===== config.mk =====
export PLATFORM = sky130hd
export DESIGN_NAME = chirp_sweeper
export DESIGN_NICKNAME = d
export VERILOG_FILES = /design/src/rtl/chirp_sweeper.sv
export SDC_FILE = /design/constraint.sdc
export NUM_CORES = 1
export LEC_CHECK = 0
export BUFFER_PORTS_ARGS = -buffer_cell sky130_fd_sc_hd__buf_2
export CAP_MARGIN = 40
export CORE_MARGIN = 2
export CORE_UTILIZATION = 55
export CTS_BUF_LIST = sky130_fd_sc_hd__clkbuf_16
export CTS_CLUSTER_SIZE = 25
export DETAILED_ROUTE_END_ITERATION = 8
export PLACE_DENSITY = 0.85
export SETUP_SLACK_MARGIN = 0.5
export SLEW_MARGIN = 10
export SYNTH_ARGS = -nofsm -noshare
export SYNTH_HDL_FRONTEND = slang
export SYNTH_SLANG_ARGS = --single-unit
export TNS_END_PERCENT = 10

===== constraint.sdc =====
create_clock -name clk -period 6.8 [get_ports clk]
set_input_delay 1.36 -clock clk [delete_from_list [all_inputs] [get_ports clk]]
set_output_delay 1.36 -clock clk [all_outputs]
set_load 0.02 [all_outputs]

===== src/rtl/chirp_sweeper.sv =====
// Chirp sweeper: steps a registered tuning word from f_start toward f_stop
// in f_inc increments, holding each word for a programmable dwell period.
// Mode 0 performs one up-sweep and pulses done; mode 1 sweeps a continuous
// triangle between f_start and f_stop until aborted or reset.
module chirp_sweeper (
    input  logic        clk,
    input  logic        reset,
    input  logic        start,
    input  logic        abort,
    input  logic        mode,
    input  logic [31:0] f_start,
    input  logic [31:0] f_stop,
    input  logic [31:0] f_inc,
    input  logic [15:0] dwell,
    output logic [31:0] phase_step,
    output logic        busy,
    output logic        done
);

    localparam int unsigned WORD_W  = 32;
    localparam int unsigned DWELL_W = 16;

    typedef enum logic [1:0] {
        IDLE = 2'd0,
        UP   = 2'd1,
        DOWN = 2'd2
    } state_t;

    state_t              state_q;
    state_t              state_d;

    logic [WORD_W-1:0]   phase_d;
    logic                busy_d;
    logic                done_d;
    logic [DWELL_W-1:0]  cnt_q;
    logic [DWELL_W-1:0]  cnt_d;

    // Configuration captured at the accepted start edge
    logic [WORD_W-1:0]   start_q;
    logic [WORD_W-1:0]   stop_q;
    logic [WORD_W-1:0]   inc_q;
    logic [DWELL_W-1:0]  dwell_q;
    logic                mode_q;
    logic                cfg_load;

    // Dwell reload values: a dwell of 0 behaves as 1, so reload is max(dwell,1)-1
    logic [DWELL_W-1:0]  reload_new;
    logic [DWELL_W-1:0]  reload_cur;

    // 33-bit arithmetic so carry out / borrow are visible
    logic [WORD_W:0]     sum;
    logic [WORD_W:0]     diff;
    logic                borrow;

    // Reload values and next-word arithmetic
    always_comb begin
        reload_new = (dwell == '0)   ? '0 : dwell   - DWELL_W'(1);
        reload_cur = (dwell_q == '0) ? '0 : dwell_q - DWELL_W'(1);
        sum        = {1'b0, phase_step} + {1'b0, inc_q};
        diff       = {1'b0, phase_step} - {1'b0, inc_q};
        borrow     = diff[WORD_W];
    end

    // State, output and dwell-counter registers
    always_ff @(posedge clk or posedge reset) begin
        if (reset) begin
            state_q    <= IDLE;
            phase_step <= '0;
            busy       <= 1'b0;
            done       <= 1'b0;
            cnt_q      <= '0;
        end else begin
            state_q    <= state_d;
            phase_step <= phase_d;
            busy       <= busy_d;
            done       <= done_d;
            cnt_q      <= cnt_d;
        end
    end

    // Configuration latch, written only on an accepted start
    always_ff @(posedge clk or posedge reset) begin
        if (reset) begin
            start_q <= '0;
            stop_q  <= '0;
            inc_q   <= '0;
            dwell_q <= '0;
            mode_q  <= 1'b0;
        end else if (cfg_load) begin
            start_q <= f_start;
            stop_q  <= f_stop;
            inc_q   <= f_inc;
            dwell_q <= dwell;
            mode_q  <= mode;
        end
    end

    // Next-state and next-output logic
    always_comb begin
        state_d  = state_q;
        phase_d  = phase_step;
        busy_d   = busy;
        done_d   = 1'b0;
        cnt_d    = cnt_q;
        cfg_load = 1'b0;

        case (state_q)
            IDLE: begin
                // Abort wins over a simultaneous start
                if (start && !abort) begin
                    cfg_load = 1'b1;
                    phase_d  = f_start;
                    if (f_inc == '0 || f_stop <= f_start) begin
                        // Nothing to sweep: report completion immediately
                        done_d = 1'b1;
                        busy_d = 1'b0;
                    end else begin
                        state_d = UP;
                        busy_d  = 1'b1;
                        cnt_d   = reload_new;
                    end
                end
            end

            UP: begin
                if (abort) begin
                    state_d = IDLE;
                    phase_d = '0;
                    busy_d  = 1'b0;
                    cnt_d   = '0;
                end else if (cnt_q != '0) begin
                    cnt_d = cnt_q - DWELL_W'(1);
                end else begin
                    cnt_d = reload_cur;
                    if (sum >= {1'b0, stop_q}) begin
                        // Clamp at the upper word; never wrap
                        phase_d = stop_q;
                        if (mode_q) begin
                            state_d = DOWN;
                        end else begin
                            state_d = IDLE;
                            busy_d  = 1'b0;
                            done_d  = 1'b1;
                            cnt_d   = '0;
                        end
                    end else begin
                        phase_d = sum[WORD_W-1:0];
                    end
                end
            end

            DOWN: begin
                if (abort) begin
                    state_d = IDLE;
                    phase_d = '0;
                    busy_d  = 1'b0;
                    cnt_d   = '0;
                end else if (cnt_q != '0) begin
                    cnt_d = cnt_q - DWELL_W'(1);
                end else begin
                    cnt_d = reload_cur;
                    if (borrow || diff[WORD_W-1:0] <= start_q) begin
                        // Clamp at the lower word and turn around
                        phase_d = start_q;
                        state_d = UP;
                    end else begin
                        phase_d = diff[WORD_W-1:0];
                    end
                end
            end

            default: begin
                state_d = IDLE;
                phase_d = '0;
                busy_d  = 1'b0;
                cnt_d   = '0;
            end
        endcase
    end

endmodule


Word-level counts from Yosys, hierarchy flattened. Index checks and enable logic that the tools add are counted. Widths: inputs -> output; s select.

Output and inout port bits: 34. Flip-flop bits (word level): 165. Logic and storage cells: 87.

Add/subtract/negate cells: 5. Muxes and demuxes: 46. Magnitude comparators: 3. Reduce and logical (&&, ||, !) cells: 13. Eq/ne operators: 10.

Operator list (count): $mux 32 (7); $mux 16 (10); $pmux 32 s3 (1); $le 32x32->1 (2); $pmux 16 s3 (1); $sub 16x1->16 const B (3); $add 32x32->33 (1); $ge 33x32->1 (1); $sub 32x32->33 (1); $logic_not 16->1 (2); $logic_not 32->1 (1); $mux 2 (9); $reduce_bool 16->1 (1); $mux 1 (15); $ne 3x3->1 const B (5); $ne 2x2->1 const B (3); $pmux 2 s3 (1); $reduce_and 6->1 (1); $reduce_and 5->1 (1); $pmux 1 s3 (1); $reduce_and 3->1 (1); $eq 2x1->1 const B (1); $eq 2x2->1 const B (1); $logic_not 2->1 (1); 5 further kinds (6).

Logic depth before layout (Yosys ltp). Gate-level depths: netlist of the first run.

Word-level depth: 7. Mapped depth: 24. Depth with buffers taken out: 23.

Worst setup path after synthesis of the first run. OpenSTA, ideal clock, no wires.

Path type: reg2reg. From: register phase_step[13]. To: register phase_step[2]. Clock period less this slack: 4.964 ns. Data arrival time: 4.831 ns. Required time: 6.667 ns. Buffers on the path: 2. Path slack: 1.836 ns. Library setup time: 0.133 ns. Cell stages (with the launch flop): 23. Path through: dfrtp_1 ha_1 buf_4 and2_2 a221oi_1 a21oi_2 and3_1 a221oi_1 a211oi_1 nor2_1 o21ai_0 xnor2_1 ha_1 and4_1 nand3_1 nor3_1 o21ai_0 o211a_1 a211oi_4 buf_4 mux2_2 a21oi_1 o21ai_0.

Word-level cells in the longest chain between the ends: 7.

Ends and longest elaborated chain: start: declaration (line 15) `output logic [31:0] phase_step,`; start signal: assignment (line 74) `phase_step <= phase_d;`; $sub 32x32->33 (line 60) `diff = {1'b0, phase_step} - {1'b0, inc_q};`; $le 32x32->1 (line 162) `if (borrow || diff[WORD_W-1:0] <= start_q) begin`; $logic_or 1x1->1 (line 162); $mux 32 (line 162); $mux 32 (line 158) `end else if (cnt_q != '0) begin`; $mux 32 (line 153) `if (abort) begin`; $pmux 32 s3 (*) (line 107) `case (state_q)`.

Mark *: on every way between the ends. The rest lies on a longest branch, timed or not. The select of a mux whose other input is x is not followed. A chain may end at the register's enable or synchronous reset.

Final worst setup path of the first run.
From: register phase_step[4]. To: register phase_step[23].

Same word-level chain as after synthesis.

==> flow_metrics.env, run 1 <==
export IMPL_io_pins=151
export IMPL_outcome="complete, no violations"
export IMPL_antenna_found_initial=1
export IMPL_vias_per_cell=6.29
export IMPL_final_common_cell="nand2_1"
export IMPL_first_iter_violations=1684
export IMPL_synth_compound_area_share_pct=22.1
export IMPL_drv_slew=0
export IMPL_clk_pin_slew_ns=0.07
export IMPL_cts_buffer_depth=2
export IMPL_synthXorXnorAreaFrac_pct=5.81
export IMPL_ctsHoldBuffers=0
export IMPL_cellLeakagePower_nw=7.57
export IMPL_gp_congestion=1.03
export IMPL_startpoint_type="register"
export IMPL_fin_skew_ns=0.0120
export IMPL_maxCapViolations=0
export IMPL_yosysWarnings=0
export IMPL_clock_sinks=165
export IMPL_holdCritPathClass="reg -> reg"
export IMPL_grt_use_total_pct=34.3
export IMPL_start_util_pct=56.1
export IMPL_die_area_mm2=0.0271
export IMPL_grt_overflow=0
export IMPL_post_route_drc_count=0
export IMPL_fin_tns_setup_ns=0
export IMPL_hold_ws_ns=0.524
export IMPL_postSynthCellCount=1746
export IMPL_cp_end_kind="register"
export IMPL_synthTopCellsByArea="dfrtp_1 (29%), ha_1 (15%), o21ai_0 (6.6%)"
export IMPL_grt_max_degree=176
export IMPL_setup_ws_ns=0.714
export IMPL_grt_pass1_wl_um=71900
export IMPL_first_global_vias=13400
export IMPL_synth_seq_area_share_pct=29.1
export IMPL_utilization_pct=62.5
export IMPL_ys_ff_latch=165
export IMPL_critPathArrivalTime_ns=6.40
export IMPL_setup_violations=0
export IMPL_synth_area_mm2=0.0142
export IMPL_fmax_mhz=164
export IMPL_synthesis_nets=2031
export IMPL_num_vias=13800
export IMPL_hold_depth=2
export IMPL_synth_avg_cell_area_um2=8.12
export IMPL_slew_headroom_pct=32.2
export IMPL_critPathMaxFanout=11
export IMPL_dr_pass1_iters=6
export IMPL_critPathKind="reg -> reg"
export IMPL_netlist_area_leader_share_pct=29.1
export IMPL_drive_gt1_share_pct=13.0
export IMPL_cts_tree="yes"
export IMPL_synth_top_family_by_area="compound AO/OA/AOI/OAI gates"
export IMPL_synth_distinct_cells=83
export IMPL_dp_hpwl_um=35300
export IMPL_hold_violations=0
export IMPL_rsz0062_at_grt="true"
export IMPL_root_buffer="clkbuf_16"
export IMPL_wl_per_cell_um=21.0
export IMPL_area_growth_pct=11.4
export IMPL_coreArea_mm2=0.0253
export IMPL_synth_simple_area_share_pct=17.3
export IMPL_worst_slew_pin_slew_ns=0.992
export IMPL_muxShareOfSynthArea_pct=3.72
export IMPL_cp_required_ns=7.11
export IMPL_wl_um=46000
export IMPL_post_synth_top_area_cell="dfrtp_1"
export IMPL_worst_r2r_cell_count=21
export IMPL_synthAdderAreaFrac_pct=14.9
export IMPL_die_height_um=165
export IMPL_powerDensity_mw_per_mm2=600
export IMPL_async_flop_share_pct=100
export IMPL_period_needed_ns=6.09
export IMPL_dieWidth_um=165
export IMPL_post_cts_setup_buffer_count=0
export IMPL_finalCritPeriodShare_pct=89.5
export IMPL_h_tree_depth=4
export IMPL_rows=58
export IMPL_final_cell_mix="nand2_1 (227), o21ai_0 (187), ha_1 (166), inv_1 (165), dfrtp_1 (165)"
export IMPL_synth_edff_count=0
export IMPL_ir_worst_vdd_mv=0.325
export IMPL_insertion_delay_ns=0.45
export IMPL_yosys_most_used_dff="dfrtp_1"
export IMPL_nets=2133
export IMPL_dpl_worst_slack_ns=0.621
export IMPL_postRouteAntennaNets=0
export IMPL_port_buffers=150
export IMPL_cts_inserted_buffers=17
[routing by layer]
layer / track usage [%] / routed length [um] / up-vias
li1: - / - / 6365
met1: 45.6 / 18700 / 6516
met2: 53.5 / 20600 / 765
met3: 8.29 / 4690 / 134
met4: 14.9 / 1950 / 0
met5: 0 / 0 / -
[cell type report]
class	instances	area, um^2
Antenna cell	1	2.50
Clock buffer	17	425
Clock inverter	15	145
Fill cell	2147	9460
Inverter	167	632
Multi-Input combinational cell	1330	9120
Sequential cell	165	4130
Tap cell	330	413
Timing Repair Buffer	167	923
[critical path, stage by stage, from the launching register on]
cell	delay, ns
dfrtp_1	0.43
ha_1	0.44
inv_1	0.13
a2111oi_0	0.62
a211oi_1	0.19
nor3_1	0.56
o22a_1	0.36
o21ai_0	0.27
nand2_1	0.19
nand2_1	0.08
xnor2_1	0.15
ha_1	0.31
nand4_1	0.14
nor3_1	0.29
a221oi_1	0.13
o211ai_1	0.19
nand2_1	0.16
o2111ai_4	0.21
buf_4	0.30
mux2_2	0.36
a222oi_1	0.33
a21oi_1	0.12
[synthesized netlist by cell type, drive strengths merged (3+ instances only)]
cell       n
a2111oi    5
a211o      5
a211oi    15
a21o      33
a21oi    109
a221o     19
a221oi     6
a222oi     9
a22oi      5
a31oi      9
and2       5
and3       4
and4       3
buf       27
clkbuf    57
dfrtp    165
ha       166
inv      165
mux2      22
mux2i     28
nand2    227
nand2b    16
nand3     22
nand4     20
nor2      87
nor2b     17
nor3      52
nor3b      5
nor4      25
o211a      4
o211ai    14
o21a      10
o21ai    192
o21bai    17
o31ai     15
o41ai      3
or2        3
or3       22
or4        8
xnor2     75
xor2      19
[report_power, final]
part | switching [mW] | internal [mW] | leakage (nW)
Clock | 0.470 | 0.515 | 0.278
Combinational | 4.07 | 2.61 | 5.22
Sequential | 0.391 | 1.42 | 2.07
[timing repair]
item,in CTS,in global routing
setup endpoints to repair,0,51
endpoints found under the hold margin,0,0
gates resized for setup,0,6
[cells by family (layout without fill, tap and decap cells)]
logic type                 after synthesis  count (layout)
muxes                                   50              50
buffers and inverters                  251             366
and+or+nand+nor                        523             523
DFF                                    165             165
AOI/OAI and AO/OA                      495             495
adders and majority gates              168             168
other                                    0               1
xor gates and xnor gates                94              94
[final timing paths]
kind,slack [ns],to,startpoint
max in group asynchronous,4.74,start_q[21],reset
worst max register to register,0.71,phase_step[23],phase_step[4]
min in group asynchronous,0.94,stop_q[6],reset
worst max-delay path,0.71,phase_step[23],phase_step[4]
worst min register to register,0.52,stop_q[0],stop_q[0]
worst min-delay path,0.52,stop_q[0],stop_q[0]
[flip-flops by register name (all words and copies together), names as in the netlist]
register and flops:
dwell_q 16, busy 1, phase_step 32, state_q 2, start_q 32, inc_q 32, stop_q 32, cnt_q 16
done 1, mode_q 1
[stage by stage]
stage          area, um^2  power [mW]  std cells
6_report            15800        9.48       2192
5_1_grt             15800        10.1       2192
4_1_cts             15800        9.24       2191
3_5_place_dp        15200        8.21       2159
3_3_place_gp        15100        8.03       2157
2_1_floorplan       14200        6.42       1746
Power figures use the tool's default switching activity.
==> run 2: changes to the inputs <==
--- a/config.mk
+++ b/config.mk
@@ -8,11 +8,11 @@
 export BUFFER_PORTS_ARGS = -buffer_cell sky130_fd_sc_hd__buf_2
 export CAP_MARGIN = 40
 export CORE_MARGIN = 2
-export CORE_UTILIZATION = 55
+export CORE_UTILIZATION = 50
 export CTS_BUF_LIST = sky130_fd_sc_hd__clkbuf_16
 export CTS_CLUSTER_SIZE = 25
 export DETAILED_ROUTE_END_ITERATION = 8
-export PLACE_DENSITY = 0.85
+export PLACE_DENSITY = 0.8
 export SETUP_SLACK_MARGIN = 0.5
 export SLEW_MARGIN = 10
 export SYNTH_ARGS = -nofsm -noshare
==> flow_metrics.env, run 2 (synthesized netlist as in run 1, its figures left out) <==
export IMPL_grt_pass1_wl_um=71300
export IMPL_first_iter_violations=1403
export IMPL_power_frac_comb_pct=69.9
export IMPL_p_seq_share_pct=18.9
export IMPL_wl_per_cell_um=20.4
export IMPL_antenna_found_initial=0
export IMPL_cp_end_kind="register"
export IMPL_critPathKind="reg -> reg"
export IMPL_place_inst=2206
export IMPL_setup_ws_ns=0.736
export IMPL_slew_headroom_pct=42.8
export IMPL_fin_tns_setup_ns=0
export IMPL_critPathArrivalTime_ns=6.36
export IMPL_insertion_delay_ns=0.45
export IMPL_internal_power_mw=4.63
export IMPL_drv_slew=0
export IMPL_clock_sinks=165
export IMPL_finalCritPeriodShare_pct=89.2
export IMPL_dp_hpwl_um=35100
export IMPL_vias_per_cell=6.11
export IMPL_area_growth_pct=12.7
export IMPL_dpl_cell_area_mm2=0.0153
export IMPL_grt_overflow=0
export IMPL_post_route_drc_count=0
export IMPL_antenna_cells=0
export IMPL_fmax_mhz=165
export IMPL_maxCapViolations=0
export IMPL_stdcell_count=2242
export IMPL_setup_violations=0
export IMPL_drive_gt1_share_pct=13.3
export IMPL_clk_pin_slew_ns=0.08
export IMPL_period_needed_ns=6.06
export IMPL_cts_buffer_depth=2
export IMPL_io_pins=151
export IMPL_nets=2136
export IMPL_fin_skew_ns=0.0162
export IMPL_port_buffers=150
export IMPL_rsz0062_at_grt="false"
export IMPL_cts_tree="yes"
export IMPL_postRouteAntennaNets=0
export IMPL_wl_um=45700
export IMPL_cellLeakagePower_nw=7.61
export IMPL_dr_pass1_iters=8
export IMPL_holdCritPathClass="reg -> reg"
export IMPL_cp_required_ns=7.10
export IMPL_power_mw=9.57
export IMPL_rows=61
export IMPL_hold_ws_ns=0.528
export IMPL_root_buffer="clkbuf_16"
export IMPL_die_area_mm2=0.0297
export IMPL_utilization_pct=57.4
export IMPL_h_tree_depth=4
export IMPL_crit_path_frequent_cell="ha_1"
export IMPL_powerDensity_mw_per_mm2=599
export IMPL_ctsHoldBuffers=0
export IMPL_sw_frac_of_total_pct=51.6
export IMPL_cpPeakStageDelay_ns=0.62
export IMPL_first_global_vias=13300
export IMPL_hold_violations=0
export IMPL_startpoint_type="register"
export IMPL_num_vias=13700
export IMPL_start_util_pct=50.9
export IMPL_grt_use_total_pct=31.1
export IMPL_crit_family="compound AO/OA/AOI/OAI gates"
export IMPL_coreArea_mm2=0.0279
export IMPL_ir_worst_vdd_mv=0.434
export IMPL_gp_congestion=1.04
export IMPL_num_fill_cells=2543
export IMPL_path_cells="ha_1 -> or4_1 -> or2_0 -> a211oi_1 -> nor3_1 -> o22a_1 -> o31ai_4 -> a31oi_1 -> xnor2_1 -> ha_1 -> nand4_1 -> a211oi_2 -> a2111oi_1 -> o211a_1 -> o2111ai_4 -> buf_4 -> mux2_2 -> a222oi_1 -> o21ai_0"
export IMPL_outcome="complete, no violations"
export IMPL_die_height_um=172
export IMPL_dpl_worst_slack_ns=0.424
export IMPL_final_common_cell="nand2_1"
export IMPL_worst_slew_pin_slew_ns=0.855
export IMPL_final_cell_mix="nand2_1 (227), o21ai_0 (186), ha_1 (166), dfrtp_1 (165), inv_1 (164)"
export IMPL_finalInstanceArea_mm2=0.0160
export IMPL_critPathMaxFanout=14
export IMPL_grt_max_degree=216
export IMPL_crit_path_top_delay_cell="or4_1"
export IMPL_power_net_switching_mw=4.94
export IMPL_dieWidth_um=172
export IMPL_clkPwrFrac_pct=11.2
export IMPL_cts_inserted_buffers=17
export IMPL_path_buf_inv=1
## run 2: cell types whose count changed in the layout (fill, tap and decap cells not counted), sizes merged
cell,before,now
buf,167,169
bufinv,1,2
clkdlybuf4s18,0,1
clkinv,6,5
diode,1,0
## run 2: metal layers
| layer | vias to the layer above | GRT usage, % | wire length (um) |
|---|---|---|---|
| met5 | - | 0 | 0 |
| met3 | 105 | 6.64 | 4050 |
| met4 | 0 | 12.2 | 1590 |
| li1 | 6376 | - | - |
| met2 | 701 | 49.8 | 20800 |
| met1 | 6523 | 40.9 | 19300 |
## run 2: layout make-up
| type | instances | area [um^2] | area share [%] |
|---|---|---|---|
| Clock buffer | 17 | 425 | 2.66 |
| Clock inverter | 15 | 206 | 1.29 |
| Sequential cell | 165 | 4130 | 25.8 |
| Timing Repair Buffer | 170 | 980 | 6.13 |
| Multi-Input combinational cell | 1330 | 9140 | 57.2 |
| Inverter | 167 | 632 | 3.95 |
| Tap cell | 378 | 473 | 2.96 |
## run 2: worst paths after layout
path	startpoint	end	slack [ns]	depth (start not counted)
hold / removal	dwell_q[11]	dwell_q[11]	0.53	2
setup reg to reg	phase_step[14]	phase_step[21]	0.74	19
setup / recovery	phase_step[14]	phase_step[21]	0.74	19
min in group asynchronous	reset	stop_q[5]	0.89	2
hold reg to reg	dwell_q[11]	dwell_q[11]	0.53	2
max in group asynchronous	reset	inc_q[25]	4.89	3
## run 2: worst register-to-register path: cells and delay by family (launching register included)
kind            cells  cell delay, ns
flops               1            0.45
mux                 1            0.38
simple gates        4            1.36
xor+xnor            1            0.17
compound gates     10            2.41
fa+ha+maj           2            0.82
buf+inv             1            0.33
## run 2: power by group through the flow
stage	Sequential [mW]	Combinational (mW)	Clock, mW
detailed placement	1.81	6.37	0
global route	1.87	7.29	1.12
global placement	1.79	6.24	0
floorplan	1.76	4.65	0
finish	1.81	6.69	1.07
CTS	1.80	6.43	1.07
## run 2: repair_timing
item                                    CTS  global route
endpoints found under the setup margin   11            51
pin swaps                                 0             2
resized for setup                         1             8
buffers inserted                          0             4
